[src/rtl/rv32i_pkg.sv]
// Shared decode constants, encodings and helpers for the RV32I decode stage.
package rv32i_pkg;

  localparam logic [6:0] OP_R      = 7'b0110011;
  localparam logic [6:0] OP_IALU   = 7'b0010011;
  localparam logic [6:0] OP_LOAD   = 7'b0000011;
  localparam logic [6:0] OP_STORE  = 7'b0100011;
  localparam logic [6:0] OP_BRANCH = 7'b1100011;
  localparam logic [6:0] OP_JAL    = 7'b1101111;
  localparam logic [6:0] OP_JALR   = 7'b1100111;
  localparam logic [6:0] OP_LUI    = 7'b0110111;
  localparam logic [6:0] OP_AUIPC  = 7'b0010111;

  typedef enum logic [3:0] {
    ALU_ADD  = 4'b0000,
    ALU_SUB  = 4'b0001,
    ALU_AND  = 4'b0010,
    ALU_OR   = 4'b0011,
    ALU_XOR  = 4'b0100,
    ALU_SLT  = 4'b0101,
    ALU_SLTU = 4'b0110,
    ALU_SLL  = 4'b0111,
    ALU_SRL  = 4'b1000,
    ALU_SRA  = 4'b1001
  } alu_ctrl_e;

  localparam logic [1:0] RES_ALU = 2'b00;
  localparam logic [1:0] RES_MEM = 2'b01;
  localparam logic [1:0] RES_PC4 = 2'b10;

  localparam logic [1:0] SRCA_RS1  = 2'b00;
  localparam logic [1:0] SRCA_PC   = 2'b01;
  localparam logic [1:0] SRCA_ZERO = 2'b10;

  typedef enum logic [2:0] {
    IMM_I,
    IMM_S,
    IMM_B,
    IMM_J,
    IMM_U,
    IMM_NONE
  } imm_src_e;

  typedef struct packed {
    logic        reg_write;
    logic [1:0]  result_src;
    logic        mem_write;
    logic        jump;
    logic        branch;
    logic        jalr;
    logic [1:0]  alu_src_a;
    logic        alu_src_b;
    logic [3:0]  alu_control;
    logic [2:0]  funct3;
    logic        illegal;
    logic [31:0] rd1;
    logic [31:0] rd2;
    logic [31:0] pc;
    logic [31:0] pc_plus4;
    logic [4:0]  rs1;
    logic [4:0]  rs2;
    logic [4:0]  rd;
    logic [31:0] imm;
  } idex_t;

  // Only bits [31:7] carry immediate fields; the opcode is not needed here.
  function automatic logic [31:0] imm_extend(input logic [31:7] ins, input imm_src_e src);
    logic [31:0] imm;
    case (src)
      IMM_I:   imm = {{20{ins[31]}}, ins[31:20]};
      IMM_S:   imm = {{20{ins[31]}}, ins[31:25], ins[11:7]};
      IMM_B:   imm = {{19{ins[31]}}, ins[31], ins[7], ins[30:25], ins[11:8], 1'b0};
      IMM_J:   imm = {{11{ins[31]}}, ins[31], ins[19:12], ins[20], ins[30:21], 1'b0};
      IMM_U:   imm = {ins[31:12], 12'b0};
      default: imm = 32'b0;
    endcase
    return imm;
  endfunction

  function automatic alu_ctrl_e alu_decode(input logic [2:0] f3, input logic f7b5,
                                           input logic is_r);
    alu_ctrl_e op;
    case (f3)
      3'b000:  op = (is_r && f7b5) ? ALU_SUB : ALU_ADD;
      3'b001:  op = ALU_SLL;
      3'b010:  op = ALU_SLT;
      3'b011:  op = ALU_SLTU;
      3'b100:  op = ALU_XOR;
      3'b101:  op = f7b5 ? ALU_SRA : ALU_SRL;
      3'b110:  op = ALU_OR;
      default: op = ALU_AND;
    endcase
    return op;
  endfunction

endpackage

[src/rtl/rv32i_decode_if.sv]
// IF/ID inputs, writeback port and ID/EX outputs of the decode stage.
interface rv32i_decode_if #(parameter int XLEN = 32);

  logic [XLEN-1:0] InstrD;
  logic [XLEN-1:0] PCD;
  logic [XLEN-1:0] PCPlus4D;
  logic            FlushE;
  logic            RegWriteW;
  logic [4:0]      RdW;
  logic [XLEN-1:0] ResultW;

  logic [4:0]      Rs1D;
  logic [4:0]      Rs2D;
  logic            RegWriteE;
  logic [1:0]      ResultSrcE;
  logic            MemWriteE;
  logic            JumpE;
  logic            BranchE;
  logic            JalrE;
  logic [1:0]      ALUSrcAE;
  logic            ALUSrcBE;
  logic [3:0]      ALUControlE;
  logic [2:0]      Funct3E;
  logic            IllegalE;
  logic [XLEN-1:0] RD1E;
  logic [XLEN-1:0] RD2E;
  logic [XLEN-1:0] PCE;
  logic [XLEN-1:0] PCPlus4E;
  logic [4:0]      Rs1E;
  logic [4:0]      Rs2E;
  logic [4:0]      RdE;
  logic [XLEN-1:0] ImmExtE;

  modport slave (
    input  InstrD, PCD, PCPlus4D, FlushE, RegWriteW, RdW, ResultW,
    output Rs1D, Rs2D, RegWriteE, ResultSrcE, MemWriteE, JumpE, BranchE, JalrE,
           ALUSrcAE, ALUSrcBE, ALUControlE, Funct3E, IllegalE, RD1E, RD2E,
           PCE, PCPlus4E, Rs1E, Rs2E, RdE, ImmExtE
  );

  modport master (
    output InstrD, PCD, PCPlus4D, FlushE, RegWriteW, RdW, ResultW,
    input  Rs1D, Rs2D, RegWriteE, ResultSrcE, MemWriteE, JumpE, BranchE, JalrE,
           ALUSrcAE, ALUSrcBE, ALUControlE, Funct3E, IllegalE, RD1E, RD2E,
           PCE, PCPlus4E, Rs1E, Rs2E, RdE, ImmExtE
  );

endinterface

[src/rtl/rv32i_regfile.sv]
// 2-read / 1-write register file with x0 hardwired to zero and same-cycle write-through.
module rv32i_regfile #(
  parameter int XLEN = 32,
  parameter int NREG = 32,
  parameter int AW   = $clog2(NREG)
) (
  input  logic            clk,
  input  logic            rst,
  input  logic [AW-1:0]   ra1_i,
  input  logic [AW-1:0]   ra2_i,
  input  logic            we_i,
  input  logic [AW-1:0]   wa_i,
  input  logic [XLEN-1:0] wd_i,
  output logic [XLEN-1:0] rd1_o,
  output logic [XLEN-1:0] rd2_o
);

  logic [XLEN-1:0] regs_q [NREG];
  logic            wr_en;

  assign wr_en = we_i && (wa_i != '0);

  always_ff @(posedge clk) begin
    if (rst) begin
      for (int i = 1; i < NREG; i++) regs_q[i] <= '0;
    end else if (wr_en) begin
      regs_q[wa_i] <= wd_i;
    end
  end

  // Write-through lets decode see a W-stage result retiring in the same cycle.
  always_comb begin
    rd1_o = '0;
    if (ra1_i != '0) rd1_o = (wr_en && wa_i == ra1_i) ? wd_i : regs_q[ra1_i];
  end

  always_comb begin
    rd2_o = '0;
    if (ra2_i != '0) rd2_o = (wr_en && wa_i == ra2_i) ? wd_i : regs_q[ra2_i];
  end

endmodule

[src/rtl/rv32i_decode.sv]
// RV32I decode stage: control decode, register read, immediate extend and the ID/EX register.
module rv32i_decode
  import rv32i_pkg::*;
#(
  parameter int XLEN = 32,
  parameter int NREG = 32
) (
  input  logic           clk,
  input  logic           rst,
  rv32i_decode_if.slave  bus
);

  logic [6:0] opcode;
  logic [2:0] f3;
  logic [6:0] f7;

  assign opcode   = bus.InstrD[6:0];
  assign f3       = bus.InstrD[14:12];
  assign f7       = bus.InstrD[31:25];
  assign bus.Rs1D = bus.InstrD[19:15];
  assign bus.Rs2D = bus.InstrD[24:20];

  logic [XLEN-1:0] rd1_d;
  logic [XLEN-1:0] rd2_d;

  rv32i_regfile #(.XLEN(XLEN), .NREG(NREG)) u_regfile (
    .clk   (clk),
    .rst   (rst),
    .ra1_i (bus.InstrD[19:15]),
    .ra2_i (bus.InstrD[24:20]),
    .we_i  (bus.RegWriteW),
    .wa_i  (bus.RdW),
    .wd_i  (bus.ResultW),
    .rd1_o (rd1_d),
    .rd2_o (rd2_d)
  );

  logic        reg_write_d;
  logic [1:0]  result_src_d;
  logic        mem_write_d;
  logic        jump_d;
  logic        branch_d;
  logic        jalr_d;
  logic [1:0]  alu_src_a_d;
  logic        alu_src_b_d;
  alu_ctrl_e   alu_ctrl_d;
  imm_src_e    imm_src_d;
  logic        illegal_d;
  logic        bad_ls_f3;

  assign bad_ls_f3 = (f3 == 3'b011) || (f3 == 3'b110) || (f3 == 3'b111);

  always_comb begin
    reg_write_d  = 1'b0;
    result_src_d = RES_ALU;
    mem_write_d  = 1'b0;
    jump_d       = 1'b0;
    branch_d     = 1'b0;
    jalr_d       = 1'b0;
    alu_src_a_d  = SRCA_RS1;
    alu_src_b_d  = 1'b0;
    alu_ctrl_d   = ALU_ADD;
    imm_src_d    = IMM_NONE;
    illegal_d    = 1'b0;
    case (opcode)
      OP_R: begin
        reg_write_d = 1'b1;
        alu_ctrl_d  = alu_decode(f3, f7[5], 1'b1);
        illegal_d   = !((f7 == 7'b0000000) ||
                        (f7 == 7'b0100000 && (f3 == 3'b000 || f3 == 3'b101)));
      end
      OP_IALU: begin
        reg_write_d = 1'b1;
        alu_src_b_d = 1'b1;
        imm_src_d   = IMM_I;
        alu_ctrl_d  = alu_decode(f3, f7[5], 1'b0);
        if (f3 == 3'b001)      illegal_d = (f7 != 7'b0000000);
        else if (f3 == 3'b101) illegal_d = !(f7 == 7'b0000000 || f7 == 7'b0100000);
      end
      OP_LOAD: begin
        reg_write_d  = 1'b1;
        result_src_d = RES_MEM;
        alu_src_b_d  = 1'b1;
        imm_src_d    = IMM_I;
        illegal_d    = bad_ls_f3;
      end
      OP_STORE: begin
        mem_write_d = 1'b1;
        alu_src_b_d = 1'b1;
        imm_src_d   = IMM_S;
        illegal_d   = bad_ls_f3;
      end
      OP_BRANCH: begin
        branch_d   = 1'b1;
        alu_ctrl_d = ALU_SUB;
        imm_src_d  = IMM_B;
      end
      OP_JAL: begin
        reg_write_d  = 1'b1;
        result_src_d = RES_PC4;
        jump_d       = 1'b1;
        alu_src_a_d  = SRCA_PC;
        alu_src_b_d  = 1'b1;
        imm_src_d    = IMM_J;
      end
      OP_JALR: begin
        reg_write_d  = 1'b1;
        result_src_d = RES_PC4;
        jump_d       = 1'b1;
        jalr_d       = 1'b1;
        alu_src_b_d  = 1'b1;
        imm_src_d    = IMM_I;
      end
      OP_LUI: begin
        reg_write_d = 1'b1;
        alu_src_a_d = SRCA_ZERO;
        alu_src_b_d = 1'b1;
        imm_src_d   = IMM_U;
      end
      OP_AUIPC: begin
        reg_write_d = 1'b1;
        alu_src_a_d = SRCA_PC;
        alu_src_b_d = 1'b1;
        imm_src_d   = IMM_U;
      end
      default: illegal_d = 1'b1;
    endcase
    // An illegal instruction travels down as a NOP; indices and operands still pass.
    if (illegal_d) begin
      reg_write_d  = 1'b0;
      result_src_d = RES_ALU;
      mem_write_d  = 1'b0;
      jump_d       = 1'b0;
      branch_d     = 1'b0;
      jalr_d       = 1'b0;
      alu_src_a_d  = SRCA_RS1;
      alu_src_b_d  = 1'b0;
      alu_ctrl_d   = ALU_ADD;
    end
  end

  idex_t idex_d;
  idex_t idex_q;

  always_comb begin
    idex_d             = '0;
    idex_d.reg_write   = reg_write_d;
    idex_d.result_src  = result_src_d;
    idex_d.mem_write   = mem_write_d;
    idex_d.jump        = jump_d;
    idex_d.branch      = branch_d;
    idex_d.jalr        = jalr_d;
    idex_d.alu_src_a   = alu_src_a_d;
    idex_d.alu_src_b   = alu_src_b_d;
    idex_d.alu_control = alu_ctrl_d;
    idex_d.funct3      = f3;
    idex_d.illegal     = illegal_d;
    idex_d.rd1         = rd1_d;
    idex_d.rd2         = rd2_d;
    idex_d.pc          = bus.PCD;
    idex_d.pc_plus4    = bus.PCPlus4D;
    idex_d.rs1         = bus.InstrD[19:15];
    idex_d.rs2         = bus.InstrD[24:20];
    idex_d.rd          = bus.InstrD[11:7];
    idex_d.imm         = imm_extend(bus.InstrD[31:7], imm_src_d);
  end

  // ID/EX boundary: reset and flush both load an all-zero bubble.
  always_ff @(posedge clk) begin
    if (rst || bus.FlushE) idex_q <= '0;
    else                   idex_q <= idex_d;
  end

  assign bus.RegWriteE   = idex_q.reg_write;
  assign bus.ResultSrcE  = idex_q.result_src;
  assign bus.MemWriteE   = idex_q.mem_write;
  assign bus.JumpE       = idex_q.jump;
  assign bus.BranchE     = idex_q.branch;
  assign bus.JalrE       = idex_q.jalr;
  assign bus.ALUSrcAE    = idex_q.alu_src_a;
  assign bus.ALUSrcBE    = idex_q.alu_src_b;
  assign bus.ALUControlE = idex_q.alu_control;
  assign bus.Funct3E     = idex_q.funct3;
  assign bus.IllegalE    = idex_q.illegal;
  assign bus.RD1E        = idex_q.rd1;
  assign bus.RD2E        = idex_q.rd2;
  assign bus.PCE         = idex_q.pc;
  assign bus.PCPlus4E    = idex_q.pc_plus4;
  assign bus.Rs1E        = idex_q.rs1;
  assign bus.Rs2E        = idex_q.rs2;
  assign bus.RdE         = idex_q.rd;
  assign bus.ImmExtE     = idex_q.imm;

endmodule
[src/flat_wrapper.sv]
// flat-port wrapper written by rule: the top's interface ports become plain ports
module rv32i_decode_flat import rv32i_pkg::*;
#(
  parameter int XLEN = 32,
  parameter int NREG = 32
)
  (clk, rst, bus_InstrD, bus_PCD, bus_PCPlus4D, bus_FlushE, bus_RegWriteW, bus_RdW, bus_ResultW, bus_Rs1D, bus_Rs2D, bus_RegWriteE, bus_ResultSrcE, bus_MemWriteE, bus_JumpE, bus_BranchE, bus_JalrE, bus_ALUSrcAE, bus_ALUSrcBE, bus_ALUControlE, bus_Funct3E, bus_IllegalE, bus_RD1E, bus_RD2E, bus_PCE, bus_PCPlus4E, bus_Rs1E, bus_Rs2E, bus_RdE, bus_ImmExtE);
  rv32i_decode_if #(.XLEN(XLEN)) bus_i ();
  input  logic clk;
  input  logic rst;
  input wire logic [$bits(bus_i.InstrD)-1:0] bus_InstrD;
  input wire logic [$bits(bus_i.PCD)-1:0] bus_PCD;
  input wire logic [$bits(bus_i.PCPlus4D)-1:0] bus_PCPlus4D;
  input wire logic [$bits(bus_i.FlushE)-1:0] bus_FlushE;
  input wire logic [$bits(bus_i.RegWriteW)-1:0] bus_RegWriteW;
  input wire logic [$bits(bus_i.RdW)-1:0] bus_RdW;
  input wire logic [$bits(bus_i.ResultW)-1:0] bus_ResultW;
  output wire logic [$bits(bus_i.Rs1D)-1:0] bus_Rs1D;
  output wire logic [$bits(bus_i.Rs2D)-1:0] bus_Rs2D;
  output wire logic [$bits(bus_i.RegWriteE)-1:0] bus_RegWriteE;
  output wire logic [$bits(bus_i.ResultSrcE)-1:0] bus_ResultSrcE;
  output wire logic [$bits(bus_i.MemWriteE)-1:0] bus_MemWriteE;
  output wire logic [$bits(bus_i.JumpE)-1:0] bus_JumpE;
  output wire logic [$bits(bus_i.BranchE)-1:0] bus_BranchE;
  output wire logic [$bits(bus_i.JalrE)-1:0] bus_JalrE;
  output wire logic [$bits(bus_i.ALUSrcAE)-1:0] bus_ALUSrcAE;
  output wire logic [$bits(bus_i.ALUSrcBE)-1:0] bus_ALUSrcBE;
  output wire logic [$bits(bus_i.ALUControlE)-1:0] bus_ALUControlE;
  output wire logic [$bits(bus_i.Funct3E)-1:0] bus_Funct3E;
  output wire logic [$bits(bus_i.IllegalE)-1:0] bus_IllegalE;
  output wire logic [$bits(bus_i.RD1E)-1:0] bus_RD1E;
  output wire logic [$bits(bus_i.RD2E)-1:0] bus_RD2E;
  output wire logic [$bits(bus_i.PCE)-1:0] bus_PCE;
  output wire logic [$bits(bus_i.PCPlus4E)-1:0] bus_PCPlus4E;
  output wire logic [$bits(bus_i.Rs1E)-1:0] bus_Rs1E;
  output wire logic [$bits(bus_i.Rs2E)-1:0] bus_Rs2E;
  output wire logic [$bits(bus_i.RdE)-1:0] bus_RdE;
  output wire logic [$bits(bus_i.ImmExtE)-1:0] bus_ImmExtE;
  assign bus_i.InstrD = bus_InstrD;
  assign bus_i.PCD = bus_PCD;
  assign bus_i.PCPlus4D = bus_PCPlus4D;
  assign bus_i.FlushE = bus_FlushE;
  assign bus_i.RegWriteW = bus_RegWriteW;
  assign bus_i.RdW = bus_RdW;
  assign bus_i.ResultW = bus_ResultW;
  assign bus_Rs1D = bus_i.Rs1D;
  assign bus_Rs2D = bus_i.Rs2D;
  assign bus_RegWriteE = bus_i.RegWriteE;
  assign bus_ResultSrcE = bus_i.ResultSrcE;
  assign bus_MemWriteE = bus_i.MemWriteE;
  assign bus_JumpE = bus_i.JumpE;
  assign bus_BranchE = bus_i.BranchE;
  assign bus_JalrE = bus_i.JalrE;
  assign bus_ALUSrcAE = bus_i.ALUSrcAE;
  assign bus_ALUSrcBE = bus_i.ALUSrcBE;
  assign bus_ALUControlE = bus_i.ALUControlE;
  assign bus_Funct3E = bus_i.Funct3E;
  assign bus_IllegalE = bus_i.IllegalE;
  assign bus_RD1E = bus_i.RD1E;
  assign bus_RD2E = bus_i.RD2E;
  assign bus_PCE = bus_i.PCE;
  assign bus_PCPlus4E = bus_i.PCPlus4E;
  assign bus_Rs1E = bus_i.Rs1E;
  assign bus_Rs2E = bus_i.Rs2E;
  assign bus_RdE = bus_i.RdE;
  assign bus_ImmExtE = bus_i.ImmExtE;
  rv32i_decode #(.XLEN(XLEN), .NREG(NREG)) u_core (.clk(clk), .rst(rst), .bus(bus_i));
endmodule
[config.mk]
export PLATFORM = sky130hd
export DESIGN_NAME = rv32i_decode_flat
export DESIGN_NICKNAME = d
export VERILOG_FILES = /design/src/rtl/rv32i_pkg.sv /design/src/rtl/rv32i_decode_if.sv /design/src/rtl/rv32i_regfile.sv /design/src/rtl/rv32i_decode.sv /design/src/flat_wrapper.sv
export SDC_FILE = /design/constraint.sdc
export NUM_CORES = 2
export LEC_CHECK = 0
export ABC_AREA = 1
export BUFFER_PORTS_ARGS = -buffer_cell sky130_fd_sc_hd__buf_2
export CAP_MARGIN = 10
export CORE_ASPECT_RATIO = 0.9
export CORE_UTILIZATION = 41
export CTS_CLUSTER_DIAMETER = 100
export DETAILED_ROUTE_END_ITERATION = 12
export PLACE_DENSITY = 0.56
export SETUP_SLACK_MARGIN = 0.1
export SLEW_MARGIN = 0
export SYNTH_ARGS = -nofsm -noshare
export SYNTH_HDL_FRONTEND = slang
export SYNTH_SLANG_ARGS = --single-unit
[constraint.sdc]
create_clock -name clk -period 3.1 [get_ports clk]
set_input_delay 0.31 -clock clk [delete_from_list [all_inputs] [get_ports clk]]
set_output_delay 0.31 -clock clk [all_outputs]
set_load 0.02 [all_outputs]
== Yosys cells after proc, flatten, opt, wreduce, memory -nomap -nowiden ==
Memory sizes are Yosys's and may differ from the RTL's. A register that Yosys moved wholly into a read port is not among the register bits.
Index checks and enable logic that the tools add are counted.
Storage, ports and cells
  bits in writable memories: 1024
  bits in latches: 0
  register bits: 129
  memories kept: 1
  ROM bits: 0
Memories
  u_core.u_regfile.regs_q: depth 32, width 32, rd ports 2, clocked after Yosys merged registers in 2, write ports 31, RTL line rv32i_regfile.sv:18  | logic [XLEN-1:0] regs_q [NREG];
Cells by class
  magnitude comparators: 0
  muxes and demuxes: 26
  reductions and logical operators: 29
  multiply operators: 0
  equal/unequal tests: 21
  shift-type cells: 0
  bitwise logic cells: 2
  $add $sub $neg: 0
  div/mod/pow operators: 0
Operators by type and width (count)
  case mux 32 bit (5 select lines): 1
  case mux 4 bit (7 select lines): 2
  two-way mux 32 bit: 1
  OR reduction 32 bit: 1
  == test 7 x 6 -> 1 bit, second input constant: 4
  == test 7 bit, second input constant: 3
  two-way mux 1 bit: 16
  == test 3 bit, second input constant: 5
  case mux 3 bit (5 select lines): 1
  nonzero test 5 bit: 3
  == test 7 x 5 -> 1 bit, second input constant: 2
  OR reduction 2 bit: 7
  OR reduction 7 bit: 2
  == test 3 x 2 -> 1 bit, second input constant: 4
  case mux 4 bit (3 select lines): 1
  case mux 2 bit (2 select lines): 2
  == test 7 x 2 -> 1 bit, second input constant: 1
  zero test 7 bit: 1
  nonzero test 7 bit: 1
  == test 3 x 1 -> 1 bit, second input constant: 2
  zero test 3 bit: 2
  logical OR 1 bit: 6
  two-way mux 5 bit: 1
  OR reduction 5 bit: 1
  other kinds (5): 8

== Logic depth before layout (Yosys ltp) ==
  word-level depth: 7
  depth in mapped cells: 13
  mapped depth without buffers: 12

== Hierarchy ==
Synthesis repeated with hierarchy kept, for this count alone.
Second synthesis, totals
  cell total of the unflattened synthesis: 8114
  area, all modules: 64207.8 µm²
By module, submodules not included
  rv32i_regfile: area each 58137.0 µm², cells each 7416, sequential area each 30749.5 µm², times used 1
  rv32i_decode: area each 6070.8 µm², cells each 698, sequential area each 3863.7 µm², times used 1

== Least setup slack after synthesis ==
Ideal clock, no wire load.
  path kind: in2reg
  from: input port bus_RdW[4]
  to: memory u_core.u_regfile.regs_q[17][0] (enable)
  arrival: 2103 ps
  buffers on the path: 2
  library setup time: 389 ps
  stages on the path: 10
  path slack: 607 ps
  path through: clkbuf_2 inv_1 nand3_1 o21bai_1 inv_1 nand3_1 inv_1 nand2_1 buf_2 nand2_1
RTL lines
  from (decl): RTL line flat_wrapper.sv:16  | input wire logic [$bits(bus_i.RdW)-1:0] bus_RdW;
  to (decl): RTL line rv32i_regfile.sv:18

== Worst setup path after layout ==
  from: input port bus_InstrD[2]
  to: register u_core.idex_q, in the netlist u_core.bus.ALUControlE[2]
Between the ends
  word-level cells in the longest chain between the ends: 4
RTL lines
  from (decl): RTL line flat_wrapper.sv:11  | input wire logic [$bits(bus_i.InstrD)-1:0] bus_InstrD;
  == test 7 bit, or another cell as far along: RTL line rv32i_decode.sv:65  | case (opcode)
  OR reduction 5 bit (no line) or OR reduction 2 bit (tied branches)
  case mux 1 bit (4 select lines): RTL line rv32i_decode.sv:65
  OR reduction 2 bit (no line)
  to (signal assigned): RTL line rv32i_decode.sv:171  | else idex_q <= idex_d;
  to (decl): RTL line rv32i_decode.sv:143  | idex_t idex_q;
Parallel ways exist; a longest one is shown, timed or not.
A chain may end at the register's enable or synchronous reset.

==> results.ini <==
[setup_path]
worstPathArrival_ns = 2.66
crit_fanout = 14
crit_chain = dlygate4sd3_1 > buf_2 > inv_1 > nor3_1 > nand2_1 > inv_1 > nor3_1 > nand2_1 > nand2_1 > nor2_1
critical_path.max_stage_delay_ns = 0.54
crit_path_end_kind = register
crit_top_cell = nand2_1
startpoint_type = primary input
critPathKind = primary input to register
crit_buf_inv = 4
cp_top_family = simple AND/OR/NAND/NOR gates
cp.required_ns = 3.81
slowest_stage = dlygate4sd3_1

[grt]
grt.overflow.total = 0
first_global_vias = 54826
grt_antenna_before_repair = 7
grt_max_degree = 142
grt_usage_pct = 32.3
grt_pass1_wl_um = 371000

[clock_tree]
postCtsSetupBuffers = 0
cts_buffers = 137
cts_buffer_depth = 3
clock_latency_ns = 0.81
htree_levels = 4
numClockSinks = 1217
cts_root_buffer = clkbuf_16
cts_tree = done
path_clk_slew_ns = 0.06

[synthesis]
avgSynthCellArea_sq_um = 8.10
synth_top_cell_by_area = edfxtp_1
synth_top_cell_area_share_pct = 48.3
synth_area_leaders = edfxtp_1, nand2_1, nor2_1
yosys.area_share.adder_pct = 0
synth_compound_area_share_pct = 9.13
yosys_warnings = 0
yosys_register_bits = 1217
synth_top_family_by_area = simple AND/OR/NAND/NOR gates
syn_inst = 7869
synthesis.area_sq_um = 63700
synth_top_flop_cell = edfxtp_1
synth_xor_area_share_pct = 0.0962
synthSimpleGateAreaFrac_pct = 26.7
synthMuxAreaShare_pct = 0
ys_seq_area_share_pct = 54.3
synth_edf_count = 1024
ys_types = 35
synthArstFlopShare_pct = 0

[sta]
fin_setup_tns_ns = 0
setup_ws_ns = 1.14
worstMarginPinSlew_ns = 1.13
hold_slack_ns = 0.0895
finalHoldViolCount = 0
drv_slew = 0
post-route-period-util_pct = 63.1
period_needed_ns = 1.96
grt_setup_unrepaired = false
fin_skew_ns = 0.0250
setup_violations = 0
slew-limit-headroom_pct = 24.8
fmax_mhz = 511

[detailed_routing]
drt_first_pass_iters = 7
drtAntennaViolNets = 0
dr_total_vias = 58613
wl_per_cell_um = 25.1
routed_wl_um = 259000
drc = 0
drt_iter0_drc = 7729
vias_per_cell = 5.69

[pwr]
powerDensity_nw_per_um2 = 550
leakage_nw = 32.5
peakVddDrop_v = 0.000509

[floorplan]
start_util_pct = 41.5
core_sq_um = 153000
die_width_um = 418
die_area_sq_um = 157000
die_y_um = 376
placementRows = 136
io_pins = 340

[final_layout]
final_cell_mix = nand2_1, nor2_1, nand3_1
syn2layout_area_growth_pct = 16.1
final_common_cell = nand2_1
drive_gt1_share_pct = 11.8
finalCoreUtilization_pct = 48.2
fillers = 14649
final_cells = 10310
nets = 8264

[place]
dp_hpwl_um = 159000
place_inst = 9939
place_ws_ns = 0.415
port-buffer-count = 339
gp_congestion = 0.906

[worst_hold_path]
hp-class = primary input to register

[run]
drv_cap = 0

[outcome]
status = finished, final reports clean

## cells in the mapped netlist, types with 6 or more instances
cell type  instances
o211ai_1         342
inv_1            853
or2_2             55
nand3_1         1058
nor3_1            21
buf_4             13
clkbuf_1         291
buf_2            280
buf_1             72
dfxtp_1          193
xor2_1             6
edfxtp_1        1024
o21ai_0          364
a21oi_1          271
nand2_1         1560
nor2_1          1428
## through the flow
stage / cell area [sq um] / power [mW]
2_1_floorplan: 63800 / 22.2
3_5_place_dp: 68400 / 24.5
5_1_grt: 74000 / 41.9
6_report: 74000 / 40.7
4_1_cts: 74000 / 40.8
3_3_place_gp: 68400 / 24.4
## kinds of logic (layout without fill, tap and decap cells)
group           count (synthesis)  count (layout)
compound gates                987             987
flops                        1217            1217
simple gates                 4133            4133
other cells                     1              36
xor+xnor                        7               7
buf+inv                      1524            1860
## repair_timing
action                     in CTS  in global routing
hold endpoints to repair      179                  0
hold buffers                  119                  0
gates resized for setup         0                  0
setup endpoints to repair       0                  0
## registers in the layout, summed over array words and instances (netlist names), 2 cells and up
name	flops
u_core.bus.ALUSrcAE	2
u_core.bus.PCPlus4E	32
u_core.bus.Rs1E	5
u_core.bus.Funct3E	3
u_core.bus.RdE	5
u_core.bus.RD2E	32
u_core.bus.ImmExtE	32
u_core.bus.PCE	32
u_core.bus.ResultSrcE	2
u_core.bus.Rs2E	5
u_core.bus.ALUControlE	4
u_core.bus.RD1E	32
u_core.u_regfile.regs_q	1024
## worst register-to-register path, cell delays in order, from the launching register on
cell	delay, ns
edfxtp_1	0.44
a21oi_1	0.16
o21ai_0	0.10
nand3_1	0.09
nand2_1	0.17
nand2_1	0.11
nand3_1	0.25
nor2_1	0.30
nor2_1	0.07
## report_power, final
group          switching [mW]  total, mW  internal (mW)
clock network            6.94       16.3           9.40
logic                    3.91       5.47           1.56
registers               0.347       18.9           18.6
total                    11.2       40.7           29.5
## worst paths after layout
kind | start | end | slack [ns] | depth (start not counted)
setup reg to reg | u_core.u_regfile.regs_q[1][5]$_SDFFCE_PN0P_ | u_core.bus.RD2E[5]$_SDFF_PP0_ | 1.30 | 8
hold / removal | bus_InstrD[22] | u_core.bus.RD2E[24]$_SDFF_PP0_ | 0.09 | 6
setup / recovery | bus_InstrD[2] | u_core.bus.ALUControlE[2]$_SDFF_PP0_ | 1.14 | 10
hold reg to reg | u_core.u_regfile.regs_q[20][24]$_SDFFCE_PN0P_ | u_core.bus.RD2E[24]$_SDFF_PP0_ | 0.79 | 6
## routing by layer
metal | GRT usage (%) | wire (um) | vias to the layer above
met5 | 0 | 24 | -
met2 | 50.2 | 116000 | 3643
met1 | 42.4 | 101000 | 27987
li1 | - | - | 26279
met3 | 5.63 | 26800 | 700
met4 | 19.0 | 16000 | 4
## layout make-up
type                    count  area, sq um  share of cell area, %
clock buffers             192         3950                   5.33
inverters                 858         3260                   4.41
flip-flops and latches   1217        34600                   46.8
well taps                2070         2590                   3.50
clock inverters            56          483                  0.653
multi-input cells        5159        23200                   31.4
diodes                      4         10.0                 0.0135
repair buffers            754         5880                   7.94
No activity file was read; power rests on OpenSTA's default activity.
